===== config.mk =====
export PLATFORM = sky130hd
export DESIGN_NAME = exc_ctrl_flat
export DESIGN_NICKNAME = d
export VERILOG_FILES = /design/src/rtl/exc_ctrl_if.sv /design/src/rtl/exc_ctrl.sv /design/src/flat_wrapper.sv
export SDC_FILE = /design/constraint.sdc
export NUM_CORES = 1
export LEC_CHECK = 0
export BUFFER_PORTS_ARGS = -buffer_cell sky130_fd_sc_hd__buf_4
export CAP_MARGIN = 20
export CORE_ASPECT_RATIO = 0.5
export CORE_MARGIN = 2
export CORE_UTILIZATION = 45
export CTS_CLUSTER_DIAMETER = 30
export DETAILED_ROUTE_END_ITERATION = 10
export PLACE_DENSITY = 0.89
export SLEW_MARGIN = 20
export SYNTH_ARGS = -nofsm -noshare
export SYNTH_HDL_FRONTEND = slang
export SYNTH_SLANG_ARGS = --single-unit

===== constraint.sdc =====
create_clock -name clk -period 2.7 [get_ports clk]
set_input_delay 0.54 -clock clk [delete_from_list [all_inputs] [get_ports clk]]
set_output_delay 0.54 -clock clk [all_outputs]
set_load 0.05 [all_outputs]

===== src/rtl/exc_ctrl_if.sv =====
// Decoder / CP0 / fetch-side signal bundle for the exception initiator.
// exc_ctrl connects through the master modport; the environment uses slave.
interface exc_ctrl_if;
  logic [31:0] pc_in;
  logic        syscall;
  logic        brk;
  logic        teq_trap;
  logic        eret;
  logic [31:0] status;
  logic [31:0] epc;
  logic        exception;
  logic [4:0]  cause;
  logic [31:0] exc_pc;
  logic        redirect;
  logic [31:0] redirect_pc;

  modport master (
    input  pc_in, syscall, brk, teq_trap, eret, status, epc,
    output exception, cause, exc_pc, redirect, redirect_pc
  );

  modport slave (
    output pc_in, syscall, brk, teq_trap, eret, status, epc,
    input  exception, cause, exc_pc, redirect, redirect_pc
  );
endinterface


===== src/rtl/exc_ctrl.sv =====
// Exception/interrupt initiator: arbitrates traps and hw interrupts, pulses CP0, redirects fetch.
// Optional macro EXC_COUNT_EN builds the taken-exception counter; otherwise exc_count is tied to zero.
//
// state   | meaning
// IDLE    | normal execution; traps, interrupts and spurious eret accepted
// RAISE   | one-cycle exception pulse to CP0, fetch redirected to VECTOR
// HANDLER | handler running; interrupts blocked, traps still nest
// RETURN  | one-cycle redirect to CP0 EPC, back to IDLE
module exc_ctrl #(
  parameter logic [31:0] VECTOR      = 32'h0040_0004,
  parameter int          NUM_INT     = 4,
  parameter int          SYNC_STAGES = 2
) (
  input  logic               clk,
  input  logic               rst_n,
  exc_ctrl_if.master         bus,
  input  logic [NUM_INT-1:0] hw_int,
  output logic               in_handler,
  output logic [NUM_INT-1:0] int_pending,
  output logic [15:0]        exc_count
);

  typedef enum logic [1:0] {IDLE, RAISE, HANDLER, RETURN} state_t;

  state_t             state_q, state_d;
  logic [NUM_INT-1:0] sync_q [SYNC_STAGES];
  logic [NUM_INT-1:0] int_sync;
  logic [NUM_INT-1:0] int_req;
  logic [NUM_INT-1:0] int_grant;
  logic [NUM_INT-1:0] int_clr;
  logic               sync_cand;
  logic [4:0]         sync_cause;
  logic               raise_go;
  logic [4:0]         raise_cause;
  logic [4:0]         cause_q;
  logic [31:0]        exc_pc_q;

  always_ff @(posedge clk or negedge rst_n) begin
    if (!rst_n) begin
      for (int s = 0; s < SYNC_STAGES; s++) sync_q[s] <= '0;
    end else begin
      sync_q[0] <= hw_int;
      for (int s = 1; s < SYNC_STAGES; s++) sync_q[s] <= sync_q[s-1];
    end
  end

  assign int_sync = sync_q[SYNC_STAGES-1];

  // Clearing the taken bit beats a same-cycle re-set of that bit; other bits set freely.
  always_ff @(posedge clk or negedge rst_n) begin
    if (!rst_n) int_pending <= '0;
    else        int_pending <= (int_pending | int_sync) & ~int_clr;
  end

  assign sync_cand = bus.teq_trap | bus.brk | bus.syscall;
  assign int_req   = int_pending & {NUM_INT{bus.status[0]}} & bus.status[11 +: NUM_INT];

  always_comb begin
    if (bus.teq_trap)      sync_cause = 5'b01101;
    else if (bus.brk)      sync_cause = 5'b01001;
    else if (bus.syscall)  sync_cause = 5'b01000;
    else                   sync_cause = 5'b00000;
  end

  // Descending scan so the lowest requesting line ends up granted.
  always_comb begin
    int_grant = '0;
    for (int i = NUM_INT - 1; i >= 0; i--) begin
      if (int_req[i]) begin
        int_grant    = '0;
        int_grant[i] = 1'b1;
      end
    end
  end

  always_ff @(posedge clk or negedge rst_n) begin
    if (!rst_n) state_q <= IDLE;
    else        state_q <= state_d;
  end

  always_comb begin
    state_d     = state_q;
    raise_go    = 1'b0;
    raise_cause = 5'b00000;
    int_clr     = '0;
    case (state_q)
      IDLE: begin
        if (sync_cand) begin
          state_d     = RAISE;
          raise_go    = 1'b1;
          raise_cause = sync_cause;
        end else if (|int_req) begin
          state_d     = RAISE;
          raise_go    = 1'b1;
          int_clr     = int_grant;
        end else if (bus.eret) begin
          state_d     = RETURN;
        end
      end
      HANDLER: begin
        if (sync_cand) begin
          state_d     = RAISE;
          raise_go    = 1'b1;
          raise_cause = sync_cause;
        end else if (bus.eret) begin
          state_d     = RETURN;
        end
      end
      RAISE:   state_d = HANDLER;
      RETURN:  state_d = IDLE;
      default: state_d = IDLE;
    endcase
  end

  always_ff @(posedge clk or negedge rst_n) begin
    if (!rst_n) begin
      cause_q  <= 5'b00000;
      exc_pc_q <= 32'h0000_0000;
    end else if (raise_go) begin
      cause_q  <= raise_cause;
      exc_pc_q <= bus.pc_in;
    end
  end

`ifdef EXC_COUNT_EN
  logic [15:0] count_q;

  always_ff @(posedge clk or negedge rst_n) begin
    if (!rst_n)        count_q <= 16'h0000;
    else if (raise_go) count_q <= count_q + 16'h0001;
  end

  assign exc_count = count_q;
`else
  assign exc_count = 16'h0000;
`endif

  // Pulses come straight from the state register, so they are glitch-free registered outputs.
  always_comb begin
    bus.exception   = (state_q == RAISE);
    bus.redirect    = (state_q == RAISE) || (state_q == RETURN);
    bus.cause       = cause_q;
    bus.exc_pc      = exc_pc_q;
    in_handler      = (state_q == HANDLER) || (state_q == RETURN);
    if (state_q == RAISE)       bus.redirect_pc = VECTOR;
    else if (state_q == RETURN) bus.redirect_pc = bus.epc;
    else                        bus.redirect_pc = 32'h0000_0000;
  end

endmodule


===== src/flat_wrapper.sv =====
// flat-port wrapper written by rule: the top's interface ports become plain ports
module exc_ctrl_flat 
#(
  parameter logic [31:0] VECTOR      = 32'h0040_0004,
  parameter int          NUM_INT     = 4,
  parameter int          SYNC_STAGES = 2
)
  (clk, rst_n, hw_int, in_handler, int_pending, exc_count, bus_pc_in, bus_syscall, bus_brk, bus_teq_trap, bus_eret, bus_status, bus_epc, bus_exception, bus_cause, bus_exc_pc, bus_redirect, bus_redirect_pc);
  exc_ctrl_if bus_i ();
  input  logic clk;
  input  logic rst_n;
  input  logic [NUM_INT-1:0] hw_int;
  output logic in_handler;
  output logic [NUM_INT-1:0] int_pending;
  output logic [15:0] exc_count;
  input wire logic [$bits(bus_i.pc_in)-1:0] bus_pc_in;
  input wire logic [$bits(bus_i.syscall)-1:0] bus_syscall;
  input wire logic [$bits(bus_i.brk)-1:0] bus_brk;
  input wire logic [$bits(bus_i.teq_trap)-1:0] bus_teq_trap;
  input wire logic [$bits(bus_i.eret)-1:0] bus_eret;
  input wire logic [$bits(bus_i.status)-1:0] bus_status;
  input wire logic [$bits(bus_i.epc)-1:0] bus_epc;
  output wire logic [$bits(bus_i.exception)-1:0] bus_exception;
  output wire logic [$bits(bus_i.cause)-1:0] bus_cause;
  output wire logic [$bits(bus_i.exc_pc)-1:0] bus_exc_pc;
  output wire logic [$bits(bus_i.redirect)-1:0] bus_redirect;
  output wire logic [$bits(bus_i.redirect_pc)-1:0] bus_redirect_pc;
  assign bus_i.pc_in = bus_pc_in;
  assign bus_i.syscall = bus_syscall;
  assign bus_i.brk = bus_brk;
  assign bus_i.teq_trap = bus_teq_trap;
  assign bus_i.eret = bus_eret;
  assign bus_i.status = bus_status;
  assign bus_i.epc = bus_epc;
  assign bus_exception = bus_i.exception;
  assign bus_cause = bus_i.cause;
  assign bus_exc_pc = bus_i.exc_pc;
  assign bus_redirect = bus_i.redirect;
  assign bus_redirect_pc = bus_i.redirect_pc;
  exc_ctrl #(.VECTOR(VECTOR), .NUM_INT(NUM_INT), .SYNC_STAGES(SYNC_STAGES)) u_core (.clk(clk), .rst_n(rst_n), .bus(bus_i), .hw_int(hw_int), .in_handler(in_handler), .int_pending(int_pending), .exc_count(exc_count));
endmodule

==> results of run 1 <==
metrics by stage:
step / power [mW] / utilization
final: 5.33 / 0.669
after detailed placement: 4.73 / 0.646
after global routing: 5.60 / 0.669
after global placement: 4.68 / 0.646
after CTS: 5.34 / 0.669
after floorplan: 3.76 / -
state kept, by name, summed over array words and instances (netlist names):
register / cells
u_core.bus.exc_pc: 32
u_core.int_pending: 4
u_core.int_sync: 4
u_core.sync_q: 4
u_core.bus.cause: 3
u_core.state_q: 2
report_power, final:
group	internal, mW	total, mW	switching (mW)	leakage [nW]
logic	1.06	3.55	2.49	1.40
clock network	0.364	0.609	0.245	0.0700
registers	1.03	1.18	0.152	0.571
total	2.45	5.33	2.89	2.04
synthesized netlist by cell type, drive strengths merged, types with 2 or more instances:
master	number
nor2	7
nand3	32
and3	32
o21ai	37
clkbuf	31
a41oi	2
inv	3
a21oi	2
o211ai	64
nand2	5
dfrtp	49
a22o	3
buf	26
routing by layer:
| metal | global-route usage | vias up | share of wire |
|---|---|---|---|
| li1 | - | 1355 | - |
| met4 | 0.0740 | 0 | 0.016 |
| met3 | 0.0432 | 14 | 0.070 |
| met1 | 0.283 | 1391 | 0.40 |
| met2 | 0.425 | 135 | 0.52 |
| met5 | 0 | - | 0 |
worst max-delay path, cell delays in order (launching register included):
cell and delay, ns:
dfrtp_2 0.39, buf_4 0.33, inv_2 0.09, a21oi_1 0.16, buf_4 0.22
worst paths after layout:
kind	startpoint	end	slack, ns
hold reg to reg	u_core.sync_q[5]	u_core.int_sync[1]	0.35
setup / recovery	u_core.state_q[0]	bus_redirect_pc[2]	0.67
min in group clk	u_core.sync_q[5]	u_core.int_sync[1]	0.35
max in group asynchronous	rst_n	u_core.state_q[0]	1.99
hold / removal	rst_n	u_core.int_sync[1]	0.26
setup reg to reg	u_core.state_q[1]	u_core.bus.exc_pc[9]	0.85
logic make-up after synthesis:
family          after synthesis  share of synthesized area
simple gates                 79                      0.151
flops                        49                      0.420
buf+inv                      60                      0.117
compound gates              113                      0.311
other cells                   1                    0.00128
layout make-up:
| cell class | count | area (um2) | share of cell area |
|---|---|---|---|
| Clock buffer | 7 | 143 | 0.0345 |
| Sequential cell | 49 | 1230 | 0.297 |
| Tap cell | 88 | 110 | 0.0266 |
| Timing Repair Buffer | 161 | 1220 | 0.295 |
| Inverter | 3 | 11.3 | 0.00272 |
| Multi-Input combinational cell | 210 | 1430 | 0.344 |
==> impl_metrics.tcl, run 1 <==
set metrics [dict create \
    post-route-min-period_ns 2.03 \
    first_iter_violations 189 \
    slew_violations 0 \
    ys_seq_elements 49 \
    pre_cts_slack_ns 0.635 \
    max-cap-violations 0 \
    tns_ns 0 \
    r2r_cells 3 \
    drive_above_1_share 0.470 \
    rsz0062_at_grt "no" \
    synth.distinct_cells 28 \
    dp_hpwl_mm 5.61 \
    clkLatencyLatePin_ns 0.28 \
    whs_ns 0.260 \
    routedWlPerCell_um 16.3 \
    routed_wl_mm 8.47 \
    dieHeight_um 61.0 \
    die_x_um 118 \
    vias 2895 \
    irDropWorstVdd_uv 496 \
    yosys_warnings 0 \
    grt_pass1_vias 2696 \
    max_freq_mhz 492 \
    status "finished, final reports clean" \
    cts_buffers 5 \
    post_cts_buffers 0 \
    dr.pass1.iters 4 \
    worstPathRequired_ns 2.16 \
    mostFrequentLayoutCells "buf_4, dfrtp_1, o211ai_1" \
    die_area_mm2 0.00719 \
    fin_ws_ns 0.666 \
    n_antenna_cell 0 \
    finalClockSkew_ns 0.00222 \
    grt_first_pass_wirelength_mm 13.2 \
    dpl_cell_area_mm2 0.00400 \
    cts_sinks 49 \
    netlist_area_mm2 0.00292 \
    port_buffers 152 \
    clkTransAtPathRegs_ns 0.06 \
    routabilityCongestion 0.778 \
    worst_setup_path_start_kind "register" \
    coreArea_mm2 0.00618 \
    leakagePower_nw 2.04 \
    core.rowCount 20 \
    clockRootBuffer "clkbuf_16" \
    period_share 0.753 \
    place_inst 511 \
    async_reset_ff_frac 1.00 \
    end_kind "primary output" \
    synth_edf_count 0 \
    ant_nets 0 \
    ios 198 \
    grt_usage 0.230 \
    grt_overflow 0 \
    crit_type "reg -> out" \
    worstHoldPathType "in -> async" \
    tightest_slew_ns 1.02 \
    layout_commonest_cell "buf_4" \
    initial_core_util 0.473 \
    ys_seq_area_frac 0.420 \
    vias_per_cell 5.59 \
    hold_violations 0 \
    cts_resized 0 \
    synthTopCellsByArea "dfrtp_1, o211ai_2, o211ai_1" \
    drc_errors 0 \
    syn_inst 302 \
    grt_max_degree 50 \
    fin_cells 518 \
    avgSynthCellArea_um2 9.67 \
    ctsHoldBuffers 0 \
    synth-main-ff-cell "dfrtp_1" \
    synth_top_area_share 0.420 \
    num-fill-cells 463 \
    slew-limit-headroom 0.322 \
    path_max_fanout 36 \
    setup_viol 0 \
    antenna_found_initial 0 \
    cts_tree "built" \
    syn_to_final_growth_pct 41.6 \
    clock_path_buffers 2 \
    design_area_mm2 0.00414 \
    cts_htree_levels 2 \
    cp_data_arrival_time_ns 1.49 \
    yosys.area.top_type "dfrtp_1" \
    power.density_mw_per_mm2 1290 \
    fin_nets 536 \
]
Note: power is estimated with default switching activity, not from simulation.
==> inputs of run 2 (changes only) <==
Settings changed: CORE_UTILIZATION 45 to 38, PLACE_DENSITY 0.89 to 0.8.
Clock period 2.7 ns to 1.85 ns, I/O delays scaled along.
==> run 2 against run 1 <==
Against the previous run:
- routed wire length is 4.9% higher
- sequential power increased by 50%
- critical path depth is 1 lower
- critical endpoint is now bus_redirect_pc[1]
- largest cell class unchanged
- largest power group unchanged
==> impl_metrics.tcl, run 2 (synthesis results as in run 1) <==
set metrics [dict create \
    status "finished, final reports clean" \
    first_iter_violations 203 \
    clock_path_buffers 2 \
    r2r_start "u_core.state_q[0]" \
    num-fill-cells 647 \
    worstHoldPathType "in -> async" \
    max_freq_mhz 555 \
    layout_commonest_cell "buf_4" \
    grt_pass1_vias 2760 \
    post-route-min-period_ns 1.80 \
    setup_viol 0 \
    fin_nets 544 \
    irDropWorstVdd_uv 752 \
    clkTransAtPathRegs_ns 0.07 \
    routed_wl_mm 8.88 \
    slowest_stage "dfrtp_4" \
    m1WireLength_mm 3.92 \
    hold_violations 0 \
    r2r_cells 5 \
    dr.pass1.iters 4 \
    cp_common_cell "buf_4" \
    fin_ws_ns 0.0495 \
    rsz0062_at_grt "no" \
    n_antenna_cell 0 \
    port_buffers 152 \
    ant_nets 0 \
    tns_ns 0 \
    routedWlPerCell_um 16.6 \
    tightest_slew_ns 0.626 \
    r2r-end "u_core.bus.exc_pc[7]" \
    vias 2833 \
    initial_core_util 0.396 \
    leakagePower_nw 2.08 \
    dr_wl_met2_mm 4.41 \
    slew_violations 0 \
    worst_setup_path_start_kind "register" \
    die_area_mm2 0.00845 \
    power.density_mw_per_mm2 1880 \
    end_kind "primary output" \
    grt_max_degree 50 \
    core.rowCount 22 \
    routabilityCongestion 0.754 \
    cts_htree_levels 2 \
    dp_hpwl_mm 6.04 \
    cts_tree "built" \
    max-cap-violations 0 \
    cts_sinks 49 \
    path_buf_inv 2 \
    ff_latch_area_mm2 0.00123 \
    antenna_found_initial 0 \
    ios 198 \
    crit_type "reg -> out" \
    mostFrequentLayoutCells "buf_4, dfrtp_1, o211ai_1" \
    cpLargestDelayFamily "flip-flops" \
    finalClockSkew_ns 0.00879 \
    critPathMaxStageDelay_ns 0.56 \
    dieHeight_um 66 \
    vias_per_cell 5.31 \
    clockRootBuffer "clkbuf_16" \
    fin_cells 534 \
    slew-limit-headroom 0.583 \
    path_max_fanout 18 \
    r2r_slack_ns 0.12 \
    period_share 0.973 \
    drc_errors 0 \
    whs_ns 0.103 \
    crit_chain "buf_4 > and3_1 > buf_4" \
    coreArea_mm2 0.00738 \
    cts_buffers 5 \
    pre_cts_slack_ns 0.184 \
    grt_first_pass_wirelength_mm 14.0 \
    ctsHoldBuffers 0 \
    clkLatencyLatePin_ns 0.29 \
    largest_reg_flops 32 \
    grt_overflow 0 \
    met3WireLength_um 450 \
    grt_usage 0.209 \
    drive_above_1_share 0.479 \
    multi_input_area_mm2 0.00143 \
    top_layer "met4" \
    cp_data_arrival_time_ns 1.43 \
    worstPathRequired_ns 1.48 \
    die_x_um 128 \
    syn_to_final_growth_pct 44.7 \
    place_inst 526 \
]
-- run 2: worst register-to-register path, delay by kind of cell (launching register included) --
kind,cells,cell delay [ns]
compound gates,2,0.35
buf+inv,2,0.46
flops,1,0.56
simple gates,1,0.24
-- run 2: metrics by stage --
stage	util	cell area, um2	power, mW
3_5_place_dp	0.552	4070	7.01
3_3_place_gp	0.552	4070	6.95
2_1_floorplan	-	2990	5.49
4_1_cts	0.573	4230	7.98
5_1_grt	0.573	4230	8.33
6_report	0.573	4230	7.95
-- run 2: layer usage --
layer / GRT usage / vias up
li1: - / 1365
met1: 0.277 / 1366
met4: 0.0632 / 0
met2: 0.350 / 92
met3: 0.0429 / 10
met5: 0 / -
-- run 2: worst max path at each step --
stage / startpoint / end / slack, ns / cells past startpoint
after global routing: u_core.state_q[0] / bus_redirect_pc[1] / 0.006 / 3
after global placement: u_core.state_q[0] / bus_redirect_pc[1] / 0.19 / 3
after floorplan: u_core.state_q[0] / bus_redirect_pc[22] / 0.002 / 3
after CTS: u_core.state_q[0] / bus_redirect_pc[1] / 0.05 / 3
after detailed placement: u_core.state_q[0] / bus_redirect_pc[1] / 0.18 / 3
final: u_core.state_q[0] / bus_redirect_pc[1] / 0.05 / 3
-- run 2: timing repair --
action	4_1_cts	5_1_grt
buffers inserted	1	0
gates resized for setup	1	0
endpoints found under the setup margin	22	0
-- run 2: power breakdown --
part | internal [mW] | switching, mW
Clock | 0.532 | 0.379
Sequential | 1.50 | 0.268
Combinational | 1.64 | 3.63
-- run 2: final cells by class --
class,instances,area share
Inverter,3,0.00266
Multi-Input combinational cell,210,0.337
Sequential cell,49,0.291
Tap cell,96,0.0284
Clock buffer,7,0.0337
Timing Repair Buffer,169,0.307
==> inputs of run 3 (changes only) <==
Settings changed: PLACE_DENSITY 0.8 to 0.77.
==> run 3 against run 2 <==
Against the previous run:
- count of clock-buffer cells in the layout down 2
- clock skew is 0.0016 ns lower
- final cell count shrank 0.19%
- core utilization up 0.32 points
- sequential power hardly changed
- hold slack got worse by 0.0071 ns
- worst setup slack gained 0.0080 ns
- global-route usage fell by 0.83 points
- critical path type unchanged
==> impl_metrics.tcl, run 3 (synthesis results as in run 1) <==
set metrics [dict create \
    status "finished, final reports clean" \
    cts_htree_levels 2 \
    routabilityCongestion 0.808 \
    ios 198 \
    slew-limit-headroom 0.570 \
    layout_commonest_cell "buf_4" \
    grt_pass1_vias 2723 \
    end_kind "primary output" \
    largest_reg_flops 32 \
    dr.pass1.iters 4 \
    clock_path_buffers 2 \
    drive_above_1_share 0.481 \
    internal-power_mw 3.89 \
    routed_wl_mm 8.68 \
    max-cap-violations 0 \
    crit_type "reg -> out" \
    max_freq_mhz 558 \
    clkTransAtPathRegs_ns 0.07 \
    worstHoldPathType "in -> async" \
    power_mw 8.16 \
    num-fill-cells 636 \
    clockRootBuffer "clkbuf_16" \
    worst_setup_path_start_kind "register" \
    ant_nets 0 \
    core.rowCount 22 \
    dp_hpwl_mm 5.96 \
    grt_first_pass_wirelength_mm 13.6 \
    postLayoutCoreUtil 0.576 \
    swShare 0.523 \
    multi_input_area_mm2 0.00143 \
    leakagePower_nw 2.10 \
    antenna_found_initial 0 \
    irDropWorstVdd_uv 607 \
    vias 2874 \
    power.density_mw_per_mm2 1920 \
    pwr-share-clk 0.146 \
    clkLatencyLatePin_ns 0.29 \
    fin_ws_ns 0.0575 \
    pre_cts_slack_ns 0.227 \
    coreArea_mm2 0.00738 \
    grt_usage 0.201 \
    post-route-min-period_ns 1.79 \
    grt_overflow 0 \
    cts_buffers 5 \
    period_share 0.969 \
    worstPathRequired_ns 1.48 \
    first_iter_violations 240 \
    dieHeight_um 66 \
    vias_per_cell 5.39 \
    setup_viol 0 \
    port_buffers 152 \
    grt_max_degree 50 \
    sequentialPowerShare 0.219 \
    slew_violations 0 \
    drc_errors 0 \
    mostFrequentLayoutCells "buf_4, dfrtp_1, o211ai_1" \
    tightest_slew_ns 0.644 \
    p_sw_mw 4.27 \
    path_max_fanout 22 \
    cp_data_arrival_time_ns 1.42 \
    die_x_um 128 \
    post_cts_buffers 0 \
    cts_tree "built" \
    combPwrFrac 0.635 \
    initial_core_util 0.396 \
    hold_violations 0 \
    finalClockSkew_ns 0.00723 \
    rsz0062_at_grt "no" \
    whs_ns 0.0962 \
    routedWlPerCell_um 16.3 \
    die_area_mm2 0.00845 \
    syn_to_final_growth_pct 45.5 \
    n_antenna_cell 0 \
    tns_ns 0 \
    ff_latch_area_mm2 0.00123 \
    fin_nets 542 \
    cts_sinks 49 \
]
==> run 3: timing repair <==
action                                  4_1_cts  5_1_grt
hold buffers                                  0        0
endpoints found under the setup margin       13       13
gates resized for setup                       1        1
==> run 3: final cells by class <==
cell class              count  share of cell area
clock buffers               5              0.0294
clock inverters             3              0.0162
inverters                   3             0.00265
multi-input cells         210               0.335
flip-flops and latches     49               0.289
well taps                  96              0.0283
repair buffers            167               0.299
==> run 3: power by group through the flow <==
| stage | Sequential (mW) | Clock (mW) | Combinational, mW |
|---|---|---|---|
| floorplan | 3.07 | 0 | 2.42 |
| global placement | 1.78 | 0 | 5.15 |
| detailed placement | 1.80 | 0 | 5.18 |
| CTS | 1.79 | 1.21 | 5.19 |
| global route | 1.85 | 1.26 | 5.44 |
| finish | 1.79 | 1.19 | 5.18 |
==> run 3: worst paths after layout <==
| kind | start | endpoint | slack [ns] | depth (start not counted) |
|---|---|---|---|---|
| min | rst_n | u_core.sync_q[5] | 0.1 | 1 |
| max | u_core.state_q[0] | bus_redirect_pc[8] | 0.06 | 3 |
| max reg2reg | u_core.state_q[0] | u_core.bus.exc_pc[24] | 0.17 | 5 |
| max in group asynchronous | rst_n | u_core.state_q[0] | 1.25 | 1 |
| min reg2reg | u_core.sync_q[7] | u_core.int_sync[3] | 0.35 | 0 |
| min in group clk | hw_int[1] | u_core.sync_q[5] | 0.18 | 1 |
==> run 3: metal layers <==
| metal | global-route usage | share of wire |
|---|---|---|
| met1 | 0.273 | 0.45 |
| met4 | 0.0604 | 0.016 |
| met5 | 0 | 0 |
| met3 | 0.0324 | 0.056 |
| met2 | 0.334 | 0.48 |
==> run 3: critical path, stage by stage, from the launching register on <==
cell     delay, ns
dfrtp_4       0.59
buf_6         0.20
and3_1        0.17
buf_4         0.18
==> run 3: stage by stage <==
step	cell area (um2)	cells
2_1_floorplan	2990	319
3_3_place_gp	4050	525
3_5_place_dp	4050	525
4_1_cts	4250	533
5_1_grt	4250	533
6_report	4250	533
